**src/rtl/temp_sample_averager.sv**
```systemverilog
// Block-averages XADC temperature samples and flags stale input.
// CLK/RST sync; sampleIn/sampleValid in; digitalTemp/ready/stale out.
module temp_sample_averager #(
  parameter int LOG2N   = 3,
  parameter int TIMEOUT = 200
) (
  input  logic        CLK,
  input  logic        RST,
  input  logic [11:0] sampleIn,
  input  logic        sampleValid,
  output logic [11:0] digitalTemp,
  output logic        ready,
  output logic        stale
);

  localparam int ACCW = 12 + LOG2N;
  localparam int IW   = $clog2(TIMEOUT);

  localparam logic [LOG2N-1:0] CNT_LAST  = '1;
  localparam logic [IW-1:0]    IDLE_LAST = IW'(TIMEOUT - 1);

  typedef enum logic [1:0] {
    FILL  = 2'd0,
    RUN   = 2'd1,
    STALE = 2'd2
  } state_t;

  state_t           state, state_d;
  logic [ACCW-1:0]  acc, acc_d;
  logic [LOG2N-1:0] sampleCnt, cnt_d;
  logic [IW-1:0]    idleCnt, idle_d;
  logic [11:0]      temp_d;
  logic             ready_d;
  logic             stale_d;

  logic [ACCW-1:0]  sum;
  logic [11:0]      avg;

  // Sum of at most 2**LOG2N full-scale samples fits ACCW bits.
  assign sum = acc + ACCW'(sampleIn);
  assign avg = 12'(sum >> LOG2N);

  always_ff @(posedge CLK) begin
    if (RST) begin
      state       <= FILL;
      acc         <= '0;
      sampleCnt   <= '0;
      idleCnt     <= '0;
      digitalTemp <= '0;
      ready       <= 1'b0;
      stale       <= 1'b0;
    end else begin
      state       <= state_d;
      acc         <= acc_d;
      sampleCnt   <= cnt_d;
      idleCnt     <= idle_d;
      digitalTemp <= temp_d;
      ready       <= ready_d;
      stale       <= stale_d;
    end
  end

  always_comb begin
    state_d = state;
    acc_d   = acc;
    cnt_d   = sampleCnt;
    idle_d  = idleCnt;
    temp_d  = digitalTemp;
    ready_d = ready;
    stale_d = stale;
    unique case (state)
      FILL, RUN: begin
        if (sampleValid) begin
          // A sample always beats a watchdog expiry on the same cycle.
          idle_d = '0;
          if (sampleCnt == CNT_LAST) begin
            temp_d  = avg;
            acc_d   = '0;
            cnt_d   = '0;
            ready_d = 1'b1;
            state_d = RUN;
          end else begin
            acc_d = sum;
            cnt_d = sampleCnt + LOG2N'(1);
          end
        end else if (idleCnt == IDLE_LAST) begin
          // Partial window is discarded; digitalTemp keeps last value.
          state_d = STALE;
          stale_d = 1'b1;
          ready_d = 1'b0;
          acc_d   = '0;
          cnt_d   = '0;
          idle_d  = '0;
        end else begin
          idle_d = idleCnt + IW'(1);
        end
      end
      STALE: begin
        if (sampleValid) begin
          state_d = FILL;
          stale_d = 1'b0;
          acc_d   = ACCW'(sampleIn);
          cnt_d   = LOG2N'(1);
          idle_d  = '0;
        end
      end
      default: begin
        state_d = FILL;
        acc_d   = '0;
        cnt_d   = '0;
        idle_d  = '0;
      end
    endcase
  end

endmodule

```
**config.mk**
```make
export PLATFORM = sky130hd
export DESIGN_NAME = temp_sample_averager
export DESIGN_NICKNAME = d
export VERILOG_FILES = /design/src/rtl/temp_sample_averager.sv
export SDC_FILE = /design/constraint.sdc
export NUM_CORES = 1
export LEC_CHECK = 0
export BUFFER_PORTS_ARGS = -buffer_cell sky130_fd_sc_hd__buf_2
export CAP_MARGIN = 30
export CORE_MARGIN = 2
export CORE_UTILIZATION = 38
export CTS_BUF_LIST = sky130_fd_sc_hd__clkbuf_4
export CTS_CLUSTER_DIAMETER = 80
export DETAILED_ROUTE_END_ITERATION = 10
export PLACE_DENSITY = 0.56
export SETUP_SLACK_MARGIN = 0.05
export SYNTH_ARGS = -nofsm -noshare
export SYNTH_HDL_FRONTEND = slang
export SYNTH_SLANG_ARGS = --single-unit
```
**constraint.sdc**
```tcl
create_clock -name CLK -period 2.55 [get_ports CLK]
set_input_delay 0.255 -clock CLK [delete_from_list [all_inputs] [get_ports CLK]]
set_output_delay 0.255 -clock CLK [all_outputs]
set_load 0.02 [all_outputs]
```
==> qor.txt, run 1 <==
status = finished, final reports clean
Finished Layout Cells = 406
Multi-input gate area = 1610 um^2
area of the core = 6350 um^2
total power draw = 1.41 mW
Starting Density = 39.3%
Overflow after GRT = 0
Leak = 1.20 nW
Detail Route Antenna Nets = 0
Layout Nets = 360
Power Density = 496 nW/um^2
commonest non-fill, non-tap cell in the layout = dfxtp_1
Synth async-reset ratio = 0%
Max VDD drop = 0.000251 V
Synthesized Nets = 327
Worst Setup Path Type = flip-flop to flip-flop
residual DRC count = 0
CTS Buffer Depth = 2
DRT iter0 DRCs = 136
final worst slack = 157 ps
sequential fraction of design power = 50.0%
Mapped Area = 2490 um^2
Mapped Cells = 296
worst hold path type = primary input to flip-flop
num ports = 29
initial antenna violation count = 0
ant diodes = 0
Net Switching = 451 uW
largest net degree at the start of global routing = 33
RSZ-0062 raised after global routing = true
CTS Buf Count = 5
share of post-route cells with drive strength above 1 = 19.8%
die area = 7230 um^2
Yosys warning count = 0
CTS tree = built
Row Count = 29
max-slew headroom at the worst pin = 50.9%
combinational share of power = 25.4%
via/cell ratio = 5.64
Tmin final = 2390 ps
HPWL reported at the end of detailed placement = 4520 um
Placer Congestion = 0.813
FMAX = 418 MHz
Mean Syn Cell Area = 8.42 um^2
top-area cell type share of the netlist area = 33.7%
per-cell routed wire length = 15.3 um
FF+latch area = 842 um^2
Clock transition at path regs = 130 ps
dpl cells = 399
top post-synthesis cells by area = dfxtp_1, ha_1, nor2_1
die height = 85.0 um
final hold violations = 0
max-cap violations = 0
die width = 85.0 um
Synth cell types = 57
max-slew violation count = 0
Place WS = -12.2 ps
vias post-DR = 2,289
DRT Pass-1 Iters = 4
all-layer global routing usage = 18.0%
most frequent cells in the layout = dfxtp_1, nor2_1, buf_2
crit start category = flip-flop
postcts setup bufs = 0
switching share of power = 32.0%
vias in the first global route = 2,213
biggest area consumer among synthesized cells = dfxtp_1
Critical Path AT = 2640 ps
CTS H-tree lvls = 2
skew final = 9.19 ps
Seq/Total Area, Yosys = 33.7%
Cell Int Power = 959 uW
Req. time, crit path = 2800 ps
Post-synth top flop = dfxtp_1
final period utilization = 93.9%
Filler Cells Inserted = 632
IO Port Bufs = 28
CTS root buf = clkbuf_4
Worst-Margin Slew = 732 ps
Worst-Skew Late Latency = 350 ps
Clk pwr share = 24.6%
drt total wl = 6200 um
Sink Count = 42
CP endpoint kind = flip-flop
Layout area overhead = 13.9%
number of synthesized register bits = 42
worst-path maximum fanout = 5
final setup fails = 0
first-pass GRT wire length = 10,600 um
Post-synth EDFFs = 0
-- layout make-up --
class,instances,area share [%]
tap,77,3.39
timing repair buffer,38,7.58
clock buffer,7,1.85
sequential,42,29.6
multi-input combinational,235,56.6
inverter,7,0.925
-- what timing repair did --
action                                 in CTS  in global routing
setup endpoints to repair                   2                  7
endpoints found under the hold margin       0                  0
hold buffers                                0                  0
gates resized for setup                     1                  9
pin swaps                                   0                  8
-- flip-flops by register name (all words and copies together) (netlist names) --
| register | flops |
|---|---|
| idleCnt | 8 |
| acc | 15 |
| digitalTemp | 12 |
| state | 2 |
| sampleCnt | 3 |
| stale | 1 |
| ready | 1 |
-- logic make-up after synthesis --
logic type               after synthesis  share of synthesized area [%]
multiplexers                           3                           1.25
AO/OA/AOI/OAI                         81                           24.0
adder cells (fa/ha/maj)               16                           8.33
flip-flops                            42                           33.7
XOR/XNOR                              12                           4.21
AND/OR/NAND/NOR                      123                           25.3
buffers and inverters                 19                           3.16
-- per-stage QoR --
stage               instance area (um^2)  hold WS, ps  setup TNS [ps]  utilization [%]
detailed placement                  2750          448           -25.0             43.3
CTS                                 2810          127               0             44.2
floorplan                           2490          389               0                -
global placement                    2750          446               0             43.3
finish                              2840          148               0             44.7
global route                        2840          137               0             44.7
-- metal layers --
layer	vias to the layer above	global-route usage, %	part of all wire [%]
li1	1171	-	-
met1	1054	26.0	50
met2	57	27.2	44
met3	7	3.31	4.5
met4	0	5.19	1.4
met5	-	0	0
-- synthesized netlist by cell type, types with 2 or more instances --
cell      count
a21oi_2       2
xnor2_1       5
and4_1        2
nand3_1      12
nor3_1       17
and3_1       10
a221oi_1      8
a21o_1        4
xor2_1        7
and2_0        2
or3_2         2
nor2_1       28
clkbuf_1     10
mux2i_1       2
and2_1        2
o21ai_0      13
nand4_1       2
a211o_1       2
a21oi_1      15
o21ai_1       2
and3_4        3
or4_1         2
o21a_1        5
dfxtp_1      42
nand2_1      27
inv_1         7
a31oi_1       5
nor4_1        4
nor2b_1       4
a2111o_1      2
ha_1         15
a211oi_1      2
a22oi_1       7
-- power groups by stage --
stage / Clock, mW / Combinational, mW / Sequential (mW)
floorplan: 0 / 0.264 / 0.714
global placement: 0 / 0.345 / 0.718
detailed placement: 0 / 0.347 / 0.719
CTS: 0.363 / 0.350 / 0.704
global route: 0.388 / 0.400 / 0.708
finish: 0.347 / 0.358 / 0.705
-- final timing paths --
kind | to | startpoint | depth (start not counted) | slack, ps
hold reg to reg | digitalTemp[7] | digitalTemp[7] | 2 | 460
hold / removal | acc[10] | sampleIn[10] | 3 | 150
setup / recovery | digitalTemp[11] | acc[0] | 8 | 160
setup reg to reg | digitalTemp[11] | acc[0] | 8 | 160
-- worst max-delay path, stage by stage, from the launching register on --
cell and delay, ps:
dfxtp_2 360, ha_4 160, fa_2 410, a21oi_4 150, o21ai_2 90, a2111o_4 560
a211oi_4 320, or3_4 170, a31oi_1 70
(Power assumes the default switching activity.)
==> run 2: changes to the inputs <==
Settings changed: CORE_ASPECT_RATIO set to 1.1, CTS_BUF_LIST sky130_fd_sc_hd__clkbuf_4 to not set, SETUP_SLACK_MARGIN 0.05 to not set.
==> run 2 against run 1 <==
Net effect:
- clock skew fell by 4.6 ps
- register-to-register slack about the same
- flip-flop and latch count is the same
- first-iteration DRC count fell by 5.1%
- combinational power down 2%
- routed wire length grew 1.6%
- die area about the same
- count of clock-buffer cells in the layout down 1
- clock power rose by 24%
- global-route usage is 0.83 points higher
- sequential power barely moved
- non-clock buffer count rose by 1
==> qor.txt, run 2 (synthesis results as in run 1) <==
Layout area overhead = 14.9%
final setup fails = 0 (unchanged)
final period utilization = 93.8% (about the same)
max-slew violation count = 0 (unchanged)
CTS root buf = clkbuf_8
max FFs per register = 15 (unchanged)
area of the core = 6270 um^2 (-1.3%)
CP endpoint kind = flip-flop
Worst-Skew Late Latency = 290 ps (-60 ps)
all-layer global routing usage = 18.8% (+0.83 points)
die width = 81.2 um (-4.4%)
fin area = 2860 um^2 (+0.84%)
Max VDD drop = 0.000199 V (-21%)
Worst Setup Path Type = flip-flop to flip-flop
drt total wl = 6300 um (+1.6%)
Clock transition at path regs = 80 ps (-50 ps)
first-pass GRT wire length = 10,400 um (-1.8%)
CTS Buf Count = 5 (unchanged)
worst hold path type = primary input to flip-flop
CTS Buffer Depth = 2 (unchanged)
Power Density = 519 nW/um^2 (+4.5%)
per-cell routed wire length = 15.4 um (+0.90%)
registers with the most flip-flops = acc (15), digitalTemp (12), idleCnt (8)
CTS tree = built
CP startpoint = acc[0]
Placed Area = 2760 um^2 (+0.41%)
max-cap violations = 0 (unchanged)
via/cell ratio = 5.60 (-0.69%)
Finished Layout Cells = 409 (+0.74%)
share of post-route cells with drive strength above 1 = 19.1% (-0.61 points)
hold path startpoint = sampleIn[8]
Sink Count = 42 (unchanged)
initial antenna violation count = 0 (unchanged)
Req. time, crit path = 2730 ps (-70 ps)
Overflow after GRT = 0 (unchanged)
skew final = 4.56 ps (-4.63 ps)
Tmin final = 2390 ps (-0.987 ps)
Hold Slack = 213 ps (+64.3 ps)
Critical Path AT = 2570 ps (-70 ps)
Row Count = 30 (+3.4%)
ant diodes = 0 (unchanged)
Multi-input gate area = 1590 um^2 (-1.0%)
Worst-Margin Slew = 725 ps (-7.27 ps)
die area = 7230 um^2 (about the same)
max-slew headroom at the worst pin = 51.4% (+0.49 points)
Detail Route Antenna Nets = 0 (unchanged)
Filler Cells Inserted = 610 (-3.5%)
vias in the first global route = 2,164 (-2.2%)
vias post-DR = 2,290 (+0.044%)
Placer Congestion = 0.818 (+0.60%)
DRT iter0 DRCs = 129 (-5.1%)
die height = 89.0 um (+4.7%)
IO Port Bufs = 28 (unchanged)
dpl cells = 403 (+1.0%)
crit start category = flip-flop
worst-path maximum fanout = 5 (unchanged)
residual DRC count = 0 (unchanged)
FF+latch area = 841 um^2 (-0.15%)
Starting Density = 39.8% (+0.51 points)
CTS H-tree lvls = 2 (unchanged)
Biggest register = acc
DRT Pass-1 Iters = 4 (unchanged)
RSZ-0062 raised after global routing = false
HPWL reported at the end of detailed placement = 4460 um (-1.5%)
Layout Nets = 361 (+0.28%)
Critical R2R Launch = acc[0]
final hold violations = 0 (unchanged)
largest net degree at the start of global routing = 33 (unchanged)
most frequent cells in the layout = dfxtp_1, nor2_1, buf_2
commonest non-fill, non-tap cell in the layout = dfxtp_1
FMAX = 418 MHz (about the same)
Leak = 1.21 nW (+1.2%)
status = finished, final reports clean
num ports = 29 (unchanged)
==> run 2: cell count changes in the layout (fill, tap and decap cells not counted), sizes merged <==
| cell | before | now |
|---|---|---|
| clkbuf | 7 | 6 |
| buf | 38 | 39 |
==> run 2: what timing repair did <==
action,in CTS,in global routing
hold buffers,0,0
gates resized for setup,0,6
setup buffers,0,0
setup endpoints to repair,0,4
==> run 2: cell type report <==
| cell class | instances | share of cell area, % |
|---|---|---|
| repair buffers | 39 | 7.78 |
| inverters | 7 | 0.917 |
| well taps | 80 | 3.49 |
| multi-input cells | 235 | 55.6 |
| flip-flops and latches | 42 | 29.4 |
| clock buffers | 6 | 2.88 |
==> run 2: metal layers <==
layer,share of wire [%],track usage (%),up-vias,wire (um)
met1,52,25.0,1076,3290
li1,-,-,1170,-
met4,1.7,6.78,0,106
met2,43,30.1,36,2720
met5,0,0,-,0
met3,3.0,3.94,8,189
==> run 2: critical path, cell delays in order (launching register included) <==
cell and delay [ps]:
dfxtp_1 320, ha_1 200, fa_2 380, a21oi_4 170, o21ai_2 90, a2111o_4 560
a211oi_4 320, or3_2 170, a31oi_1 70
==> run 2: worst paths after layout <==
kind / end / slack, ps / depth (start not counted)
worst min-delay path: acc[8] / 210 / 3
worst min register to register: digitalTemp[0] / 450 / 2
worst max register to register: digitalTemp[11] / 160 / 8
worst max-delay path: digitalTemp[11] / 160 / 8
==> run 2: power breakdown <==
group          switching (mW)  leakage [nW]  internal, mW
sequential             0.0202         0.342         0.684
combinational           0.205         0.826         0.146
clock                   0.222        0.0431         0.209
==> run 2: per-stage QoR <==
step / util, % / worst slack [ps] / total power, mW / TNS [ps]
6_report: 45.7 / 158 / 1.49 / 0
5_1_grt: 45.7 / 6.52 / 1.58 / 0
4_1_cts: 45.4 / 53.2 / 1.50 / 0
3_5_place_dp: 44.1 / -11.3 / 1.06 / -11.3
3_3_place_gp: 44.1 / 14.8 / 1.06 / 0
2_1_floorplan: - / 193 / 0.978 / 0
